<file path="src/rtl/mul24_share_arbiter.sv">
`default_nettype none
// +---------------------------------------------------------------------------+
// | mul24_share_arbiter : round-robin sharing of one 24x24 Booth/Wallace mult |
// | Rev 1.0 - initial release                                                 |
// +---------------------------------------------------------------------------+

module mul24_booth (
   input  logic        signed_mode,
   input  logic [23:0] a,
   input  logic [23:0] b,
   output logic [47:0] product
);
   logic [47:0]       ae;
   logic [26:0]       bz;
   logic [12:0][47:0] pp;
   logic [8:0][47:0]  l1;
   logic [5:0][47:0]  l2;
   logic [3:0][47:0]  l3;
   logic [2:0][47:0]  l4;
   logic [1:0][47:0]  l5;

   function automatic logic [95:0] csa(input logic [47:0] x, input logic [47:0] y,
                                       input logic [47:0] z);
      logic [47:0] carry;
      carry = ((x & y) | (x & z) | (y & z)) << 1;
      return {carry, x ^ y ^ z};
   endfunction

   // Operands widen to 26-bit two's complement so one Booth scheme covers both modes
   assign ae = {{24{signed_mode & a[23]}}, a};
   assign bz = {{2{signed_mode & b[23]}}, b, 1'b0};

   for (genvar i = 0; i < 13; i++) begin : g_pp
      logic [2:0]  t;
      logic [47:0] m;
      logic [47:0] row;
      assign t   = bz[2*i+2 : 2*i];
      assign m   = (t == 3'b011 || t == 3'b100) ? {ae[46:0], 1'b0} : ae;
      assign row = (t == 3'b000 || t == 3'b111) ? 48'd0 :
                   (t[2] ? (~m + 48'd1) : m);
      assign pp[i] = row << (2 * i);
   end

   // Wallace reduction 13 -> 9 -> 6 -> 4 -> 3 -> 2 rows, then one carry-propagate add
   for (genvar j = 0; j < 4; j++) begin : g_l1
      assign {l1[2*j+1], l1[2*j]} = csa(pp[3*j], pp[3*j+1], pp[3*j+2]);
   end
   assign l1[8] = pp[12];

   for (genvar j = 0; j < 3; j++) begin : g_l2
      assign {l2[2*j+1], l2[2*j]} = csa(l1[3*j], l1[3*j+1], l1[3*j+2]);
   end

   for (genvar j = 0; j < 2; j++) begin : g_l3
      assign {l3[2*j+1], l3[2*j]} = csa(l2[3*j], l2[3*j+1], l2[3*j+2]);
   end

   assign {l4[1], l4[0]} = csa(l3[0], l3[1], l3[2]);
   assign l4[2]          = l3[3];
   assign {l5[1], l5[0]} = csa(l4[0], l4[1], l4[2]);
   assign product        = l5[0] + l5[1];
endmodule

module mul24_share_arbiter #(
   parameter int N_REQ      = 4,
   parameter int FIFO_DEPTH = 4,
   parameter int IDW        = $clog2(N_REQ)
) (
   input  logic                clk,
   input  logic                rst_n,
   input  logic [N_REQ-1:0]    req_valid,
   output logic [N_REQ-1:0]    req_ready,
   input  logic [N_REQ-1:0]    req_signed,
   input  logic [N_REQ*24-1:0] req_a,
   input  logic [N_REQ*24-1:0] req_b,
   output logic                resp_valid,
   input  logic                resp_ready,
   output logic [IDW-1:0]      resp_id,
   output logic [47:0]         resp_product,
   output logic                busy
);
   localparam int CW = $clog2(FIFO_DEPTH + 1);
   localparam int PW = $clog2(FIFO_DEPTH);

   logic [23:0]    a_arr [N_REQ];
   logic [23:0]    b_arr [N_REQ];

   logic [IDW-1:0] ptr;
   logic [CW-1:0]  credits;
   logic           any_valid;
   logic [IDW-1:0] win;
   logic           issue;
   logic           pop;

   logic           s1_valid;
   logic [23:0]    s1_a;
   logic [23:0]    s1_b;
   logic           s1_signed;
   logic [IDW-1:0] s1_id;
   logic [47:0]    mul_product;

   logic           s2_valid;
   logic [IDW-1:0] s2_id;
   logic [47:0]    s2_product;

   logic [IDW-1:0] mem_id      [FIFO_DEPTH];
   logic [47:0]    mem_product [FIFO_DEPTH];
   logic [PW-1:0]  wr_ptr;
   logic [PW-1:0]  rd_ptr;
   logic [CW-1:0]  count;

   for (genvar g = 0; g < N_REQ; g++) begin : g_unpack
      assign a_arr[g] = req_a[24*g +: 24];
      assign b_arr[g] = req_b[24*g +: 24];
   end

   // Round-robin search starting one past the last winner
   always_comb begin : arb_search
      logic [IDW-1:0] cand;
      any_valid = 1'b0;
      win       = '0;
      cand      = ptr;
      for (int k = 0; k < N_REQ; k++) begin
         cand = (cand == IDW'(N_REQ - 1)) ? '0 : cand + IDW'(1);
         if (!any_valid && req_valid[cand]) begin
            any_valid = 1'b1;
            win       = cand;
         end
      end
   end

   // Only the registered credit count gates issue, keeping resp_ready off this path
   assign req_ready = (rst_n && any_valid && credits != '0) ? (N_REQ'(1) << win) : '0;
   assign issue     = |(req_valid & req_ready);
   assign pop       = resp_valid & resp_ready;

   always_ff @(posedge clk or negedge rst_n) begin
      if (!rst_n) begin
         ptr     <= IDW'(N_REQ - 1);
         credits <= CW'(FIFO_DEPTH);
      end else begin
         if (issue) begin
            ptr <= win;
         end
         case ({issue, pop})
            2'b10:   credits <= credits - CW'(1);
            2'b01:   credits <= credits + CW'(1);
            default: credits <= credits;
         endcase
      end
   end

   always_ff @(posedge clk or negedge rst_n) begin
      if (!rst_n) begin
         s1_valid   <= 1'b0;
         s1_a       <= '0;
         s1_b       <= '0;
         s1_signed  <= 1'b0;
         s1_id      <= '0;
         s2_valid   <= 1'b0;
         s2_id      <= '0;
         s2_product <= '0;
      end else begin
         s1_valid <= issue;
         if (issue) begin
            s1_a      <= a_arr[win];
            s1_b      <= b_arr[win];
            s1_signed <= req_signed[win];
            s1_id     <= win;
         end
         s2_valid <= s1_valid;
         if (s1_valid) begin
            s2_id      <= s1_id;
            s2_product <= mul_product;
         end
      end
   end

   mul24_booth u_mul (
      .signed_mode (s1_signed),
      .a           (s1_a),
      .b           (s1_b),
      .product     (mul_product)
   );

   always_ff @(posedge clk or negedge rst_n) begin
      if (!rst_n) begin
         wr_ptr <= '0;
         rd_ptr <= '0;
         count  <= '0;
      end else begin
         if (s2_valid) begin
            wr_ptr <= (wr_ptr == PW'(FIFO_DEPTH - 1)) ? '0 : wr_ptr + PW'(1);
         end
         if (pop) begin
            rd_ptr <= (rd_ptr == PW'(FIFO_DEPTH - 1)) ? '0 : rd_ptr + PW'(1);
         end
         case ({s2_valid, pop})
            2'b10:   count <= count + CW'(1);
            2'b01:   count <= count - CW'(1);
            default: count <= count;
         endcase
      end
   end

   // Storage needs no reset: the head is masked to zero while the FIFO is empty
   always_ff @(posedge clk) begin
      if (s2_valid) begin
         mem_id[wr_ptr]      <= s2_id;
         mem_product[wr_ptr] <= s2_product;
      end
   end

   assign resp_valid   = (count != '0);
   assign resp_id      = resp_valid ? mem_id[rd_ptr] : '0;
   assign resp_product = resp_valid ? mem_product[rd_ptr] : '0;
   assign busy         = s1_valid | s2_valid | resp_valid;
endmodule

`default_nettype wire

</file>
<file path="config.mk">
export PLATFORM = sky130hd
export DESIGN_NAME = mul24_share_arbiter
export DESIGN_NICKNAME = d
export VERILOG_FILES = /design/src/rtl/mul24_share_arbiter.sv
export SDC_FILE = /design/constraint.sdc
export NUM_CORES = 2
export LEC_CHECK = 0
export ABC_AREA = 1
export BUFFER_PORTS_ARGS = -buffer_cell sky130_fd_sc_hd__buf_2
export CORE_MARGIN = 8
export CORE_UTILIZATION = 57
export CTS_CLUSTER_DIAMETER = 150
export CTS_CLUSTER_SIZE = 8
export DETAILED_ROUTE_END_ITERATION = 16
export GPL_TIMING_DRIVEN = 1
export PLACE_DENSITY_LB_ADDON = 0.15
export SKIP_CTS_REPAIR_TIMING = 1
export SKIP_LAST_GASP = 1
export SLEW_MARGIN = 25
export SYNTH_ARGS = -nofsm -noshare
export SYNTH_HDL_FRONTEND = slang
export SYNTH_HIERARCHICAL = 1
export SYNTH_SLANG_ARGS = --single-unit
</file>
<file path="constraint.sdc">
create_clock -name clk -period 7 [get_ports clk]
set_clock_uncertainty 0.1 [all_clocks]
set_input_delay 1.05 -clock clk [delete_from_list [all_inputs] [get_ports clk]]
set_output_delay 1.05 -clock clk [all_outputs]
set_load 0.02 [all_outputs]
</file>
=== Yosys cells after proc, flatten, opt, wreduce, memory -nomap -nowiden ===
Memories as Yosys holds them, arrays and structs flattened.
Index checks and enable logic that the tools add are counted.

* Register bits after elaboration: 115
* Bits in writable memories: 200
* Bits of input ports: 203
* Output and inout bits: 56
* Logic and storage cells: 316
* Memories: 2

{| class="wikitable"
|+ Memory list
! name !! depth !! width !! read ports !! clocked after Yosys merged registers in !! write ports !! line !! RTL
|-
| mem_product || 4 || 48 || 1 || 0 || 1 || 107 || <nowiki>logic [47:0] mem_product [FIFO_DEPTH];</nowiki>
|-
| mem_id || 4 || 2 || 1 || 0 || 1 || 106 || <nowiki>logic [IDW-1:0] mem_id [FIFO_DEPTH];</nowiki>
|}

* Add/subtract/negate cells: 24
* Order comparisons: 6
* Equality and inequality tests: 47
* Shifts and indexed selects: 1
* Muxes and demuxes: 76
* Bitwise operators: 97
* Reductions and logical operators: 50

{| class="wikitable"
|+ Operator list
! cell !! number
|-
| $and 47x47->47 || 33
|-
| $xor 48x48->48 || 22
|-
| $or 47x47->47 || 22
|-
| $mux 25 || 12
|-
| $mux 24 || 7
|-
| $mux 48 || 3
|-
| $bmux 24 s2 || 2
|-
| $mux 46 || 2
|-
| $mux 44 || 2
|-
| $mux 42 || 2
|-
| $mux 40 || 2
|-
| $mux 38 || 2
|-
| $eq 3x3->1 const B || 24
|-
| $mux 36 || 2
|-
| $mux 34 || 2
|-
| $mux 32 || 2
|-
| $mux 30 || 2
|-
| $mux 28 || 2
|-
| $mux 26 || 2
|-
| $add 48x1->48 const B || 1
|-
| $add 48x48->48 || 1
|-
| $not 48->48 || 1
|-
| $add 46x1->46 const B || 1
|-
| $not 46->46 || 1
|-
| 47 further kinds || 149
|}

=== Logic depth before layout (Yosys ltp) ===
* Word-level depth: 23
* Mapped depth: 49
* Gate-level depth less buffers: 44

=== Modules after synthesis ===
Netlist, hierarchy kept.

{| class="wikitable"
|+ Modules (own cells, without submodules)
! module !! instances !! cells each !! area each (µm²) !! sequential area each (µm²)
|-
| mul24_booth || 1 || 3970 || 24676.2 || 0.0
|-
| mul24_share_arbiter || 1 || 1539 || 14616.5 || 8887.3
|}

=== Least setup slack after synthesis ===
No wires, ideal clock.

* Path type: reg-to-reg
* Start point: reg s1_b[5]
* End point: reg s2_product[45]
* Setup time: 0.125 ns
* Data arrival time: 7.016 ns
* Required time: 6.775 ns
* Setup slack: -0.241 ns
* Cell stages (with the launch flop): 41
* Path buffers: 4
* Period minus slack after synthesis: 7.241 ns
* Cell sequence: dfrtp_1 buf_6 inv_2 nand2_1 o21a_2 buf_6 buf_6 buf_4 o21ai_0 ha_1 inv_1 nor2_2 nand3_1 inv_1 nand2_1 inv_1 nand2_1 nor2_2 [5 not listed] fa_1 fa_1 fa_1 inv_1 fa_1 ha_1 inv_1 o21ai_0 a31oi_1 nor2_1 nor2_1 o211ai_1 nand2_1 o211ai_1 a21oi_1 o21ai_0 xor2_1 mux2_2

* Longest elaborated chain between the ends: 23
* Elaborated cells between the ends (all ways): 74
* Classes of those cells: add/sub: 3; eq/ne: 6; mux: 6; bitwise: 53; reduce/logical: 6

{| class="wikitable"
|+ Ends and longest elaborated chain
! item !! line !! RTL
|-
| from (decl) || 97 || <nowiki>logic [23:0] s1_b;</nowiki>
|-
| from (signal assigned) || 167 || <nowiki>s1_b <= b_arr[win];</nowiki>
|-
| $eq 3x2->1 / $eq 3x3->1 (equally long branches) || 38 || <nowiki>assign m = (t == 3'b011 || t == 3'b100) ? {ae[46:0], 1'b0} : ae;</nowiki>
|-
| $logic_or 1x1->1 || 38 ||
|-
| $mux 25 || 38 ||
|-
| $not 44->44 || 40 || <nowiki>(t[2] ? (~m + 48'd1) : m);</nowiki>
|-
| $add 44x1->44 || 40 ||
|-
| $mux 44 || 40 ||
|-
| $mux 44 || 39 || <nowiki>assign row = (t == 3'b000 || t == 3'b111) ? 48'd0 :</nowiki>
|-
| $and 47x47->47 || 25 || <nowiki>carry = ((x & y) | (x & z) | (y & z)) << 1;</nowiki>
|-
| [5 not listed] || - ||
|-
| $and 47x47->47 || 25 ||
|-
| $or 47x47->47 (2 in a row) || 25 ||
|-
| $and 47x47->47 || 25 ||
|-
| $or 47x47->47 (2 in a row) || 25 ||
|-
| $and 47x47->47 || 25 ||
|-
| $or 47x47->47 (2 in a row) || 25 ||
|-
| $add 48x48->48 * || 61 || <nowiki>assign product = l5[0] + l5[1];</nowiki>
|-
| via mul_product[45] || 100 || <nowiki>logic [47:0] mul_product;</nowiki>
|-
| to (signal assigned) || 174 || <nowiki>s2_product <= mul_product;</nowiki>
|-
| to (decl) || 104 || <nowiki>logic [47:0] s2_product;</nowiki>
|}

Mark *: on every way through the listed nets, which the timed path passes. The rest lies on a longest branch.
A chain may end at the register's enable or synchronous reset.

=== Worst setup path in the final report ===
* Start point: reg s1_b[11]
* End point: reg s2_product[41]

* Longest elaborated chain between the ends: 22
* Elaborated cells between the ends (all ways): 73
* Classes of those cells: add/sub: 3; eq/ne: 6; mux: 6; bitwise: 52; reduce/logical: 6

{| class="wikitable"
|+ Ends and longest elaborated chain
! item !! line
|-
| $eq 3x2->1 / $eq 3x3->1 (equally long branches) || 38
|-
| $logic_or 1x1->1 || 38
|-
| $mux 25 || 38
|-
| $not 38->38 / $not 36->36 (equally long branches) || 40
|-
| $add 38x1->38 / $add 36x1->36 (equally long branches) || 40
|-
| $mux 38 / $mux 36 (equally long branches) || 40
|-
| $mux 38 / $mux 36 (equally long branches) || 39
|-
| $and 47x47->47 || 25
|-
| [4 not listed] || -
|-
| $and 47x47->47 / $or 47x47->47 (equally long branches) || 25
|-
| $or 47x47->47 / $xor 48x48->48 (equally long branches) (2 in a row) || 25, 26
|-
| $and 47x47->47 || 25
|-
| $or 47x47->47 (2 in a row) || 25
|-
| $and 47x47->47 || 25
|-
| $or 47x47->47 (2 in a row) || 25
|-
| $add 48x48->48 * || 61
|-
| via mul_product[41] || 100
|}

Marks and branches as above.

==> impl_metrics.csv <==
group,metric,value,unit
outcome,outcome,"finished with violations",
outcome,violations,"negative setup slack",
critical_path,r2r_slack,-0.39,ns
placed_design,dpl.hpwl,112,mm
detailed_routing,drc,0,
sta,grt_setup_unrepaired,"yes",
floorplan,start_util,0.574,
cts,numCtsBuffers,45,
final_layout,final_cell_mix,"1,234 x nand2_1, 855 x buf_4, 715 x inv_1",
floorplan,io_pins,259,
synth,avgSynthCellArea,7.13,µm²
critical_path,slowest_stage,"fa_2",
critical_path,required,7.34,ns
synth,synth_xor_area_frac,0.0123,
synth,async_flop_share,0.365,
floorplan,die_w,279,µm
critical_path,crit_top_cell,"fa_1",
synth,synth_ff_type,"edfxtp_1",
detailed_routing,wl_per_cell,19.9,µm
sta,finalCritPeriodShare,1.06,
synth,synth_edf_count,200,
synth,synth-compound-area-share,0.147,
final_layout,diodes,0,
synth,synth_nets,6179,
cts,clockBufferDepth,3,
synth,ys_ff_latch,315,
critical_path,end_kind,"flop",
cts,clk_latency,0.61,ns
global_routing,grt_pass1_vias,38753,
detailed_routing,num_vias,41362,
placed_design,io_buffers,258,
detailed_routing,ant_nets,0,
worst_hold_path,hold_path_end,"ptr[1]$_DFFE_PN1P_",
global_routing,grt_max_degree,104,
global_routing,grt-ovfl-total,0,
synth,ys_warn_count,6,
critical_path,crit_path_max_fanout,5,
floorplan,num_rows,96,
critical_path,max_stage_delay,0.62,ns
sta,setup_violations,20,
worst_hold_path,hold_path_depth,2,
synth,synth_top_family_by_area,"simple AND/OR/NAND/NOR gates",
critical_path,r2r_start,"s1_b[11]$_DFFE_PN0P_",
worst_hold_path,hold_path.class,"flop to flop",
final_layout,regArea,8900,µm²
cts,h-tree-depth,2,
synth,synth_mux_area_frac,0.0146,
sta,slew_headroom,0.318,
detailed_routing,drtPass1Iterations,7,
critical_path,path_class,"flop to flop",
final_layout,postLayoutCellArea,50900,µm²
critical_path,startpoint_type,"flop",
run,maxCapViolations,0,
final_layout,synthToLayoutAreaGrowth,29.6,%
global_routing,grt_util_all_layers,0.357,
final_layout,drive_gt1_frac,0.285,
critical_path,r2r_cells,32,
detailed_routing,first_iter_violations,4089,
cts,clk_pin_slew,0.05,ns
synth,syn_area,39300,µm²
critical_path,critPathTopFamily,"adder cells",
global_routing,grt_pass1_wl,217,mm
detailed_routing,wirelength,146,mm
sta,worst_pin_slew,1.02,ns
global_routing,antenna_found_initial,0,
sta,max_clock_freq,0.135,GHz
cts,cts_tree,"built",
cts,cts_root_buf,"clkbuf_16",
critical_path,path_buf_inv,3,
floorplan,design.die.area,77600,µm²
final_layout,nFillCells,5317,
placed_design,gp_congestion,1.04,
cts,clkSinkCount,315,
synth,synth_cell_types,62,
synth,synth_simple_gate_area_share,0.268,
final_layout,nets,7098,
synth,synthAdderAreaFrac,0.217,
synth,synth_seq_area_share,0.226,
floorplan,core,68500,µm²
critical_path,timing.rr.end,"s2_product[41]$_DFFE_PN0P_",
sta,drv_slew,0,
worst_hold_path,worstHoldStart,"ptr[1]$_DFFE_PN1P_",
sta,period_minus_slack,7.39,ns
final_layout,final_common_cell,"nand2_1",
sta,finalWorstSetupSlack,-0.389,ns
detailed_routing,via_per_inst,5.63,
critical_path,cp.arrival,7.73,ns
floorplan,fp.dieH,279,µm
sta,hold_viol_final,0,
placed_design,placed_cell_area,46900,µm²
synth,syn_inst,5509,
final_layout,multi_input_area,27900,µm²
synthesized netlist by cell type, types with 13 or more instances:
cell,instances,area share
dfrtp_1,112,0.071
nand3_1,180,0.023
o21ai_0,492,0.063
fa_1,360,0.18
buf_4,22,0.0042
o211ai_1,19,0.0036
nor3_1,158,0.020
buf_6,27,0.0077
a21oi_1,293,0.037
buf_1,30,0.0029
ha_1,107,0.034
inv_2,50,0.0048
buf_2,53,0.0068
nor2_1,569,0.054
xor2_1,36,0.0080
inv_1,747,0.071
nand3b_1,13,0.0025
o21ai_1,124,0.016
nor2_2,42,0.0067
o21ai_2,35,0.0078
edfxtp_1,200,0.15
o21a_1,42,0.0080
mux2_2,51,0.015
nand2_2,16,0.0025
nand2_1,1284,0.12
nand4_1,134,0.021
xnor2_1,19,0.0042
clkbuf_1,164,0.016
metal layers:
| metal | vias up | global-route usage | wire length, µm |
|---|---|---|---|
| li1 | 19587 | - | - |
| met4 | 0 | 0.138 | 7170 |
| met1 | 19302 | 0.475 | 57900 |
| met5 | - | 0 | 0 |
| met3 | 407 | 0.0894 | 16900 |
| met2 | 2066 | 0.559 | 64200 |
kinds of logic (layout without fill, tap and decap cells):
kind of cell,after synthesis,count (layout)
simple gates,2459,2460
buf+inv,1103,2056
compound gates,1059,1059
fa+ha+maj,467,467
flops,315,315
xor+xnor,55,55
mux,51,51
worst register-to-register path: cells and delay by family (launching register included):
family                   cells  cell delay (ns)
AO/OA/AOI/OAI                9             1.33
XOR/XNOR                     1             0.14
adder cells (fa/ha/maj)      7             3.22
buffers and inverters        3             0.28
flip-flops                   1             0.49
multiplexers                 1             0.27
AND/OR/NAND/NOR             11             1.42
layout make-up:
class	instances	share of cell area
well taps	882	0.0217
inverters	807	0.0602
clock buffers	78	0.0246
clock inverters	4	0.00145
flip-flops and latches	315	0.175
repair buffers	1166	0.169
repair inverters	1	0.000172
multi-input cells	4092	0.548
registers in the layout (all words and copies together) (netlist names), 3 cells and up:
signal	flops
credits	3
mem_id	8
s1_a	24
s2_product	48
mem_product	192
count	3
s1_b	24
per-stage QoR:
| step | setup WS (ns) | hold slack, ns | TNS (ns) | std cells | util |
|---|---|---|---|---|---|
| 2_1_floorplan | 0.000421 | 0.252 | 0 | 5509 | - |
| 3_3_place_gp | -0.488 | 0.359 | -6.39 | 7185 | 0.685 |
| 3_5_place_dp | -0.621 | 0.368 | -8.79 | 7185 | 0.685 |
| 4_1_cts | -0.681 | 0.373 | -10.51 | 7267 | 0.704 |
| 5_1_grt | -0.618 | 0.394 | -11.13 | 7345 | 0.744 |
| 6_report | -0.389 | 0.378 | -5.13 | 7345 | 0.744 |
worst max path at each step:
stage,slack (ns),start,cells after the start,to
floorplan,0.0004,s1_b[19]$_DFFE_PN0P_,41,s2_product[47]$_DFFE_PN0P_
global placement,-0.49,s1_b[1]$_DFFE_PN0P_,33,s2_product[41]$_DFFE_PN0P_
detailed placement,-0.62,s1_b[1]$_DFFE_PN0P_,33,s2_product[45]$_DFFE_PN0P_
CTS,-0.68,s1_b[1]$_DFFE_PN0P_,34,s2_product[45]$_DFFE_PN0P_
global route,-0.62,s1_b[3]$_DFFE_PN0P_,37,s2_product[44]$_DFFE_PN0P_
finish,-0.39,s1_b[11]$_DFFE_PN0P_,32,s2_product[41]$_DFFE_PN0P_
Power is left out: the tool's default activity adds up to more than one toggle a clock period on the data nets, which glitch-free logic cannot reach.
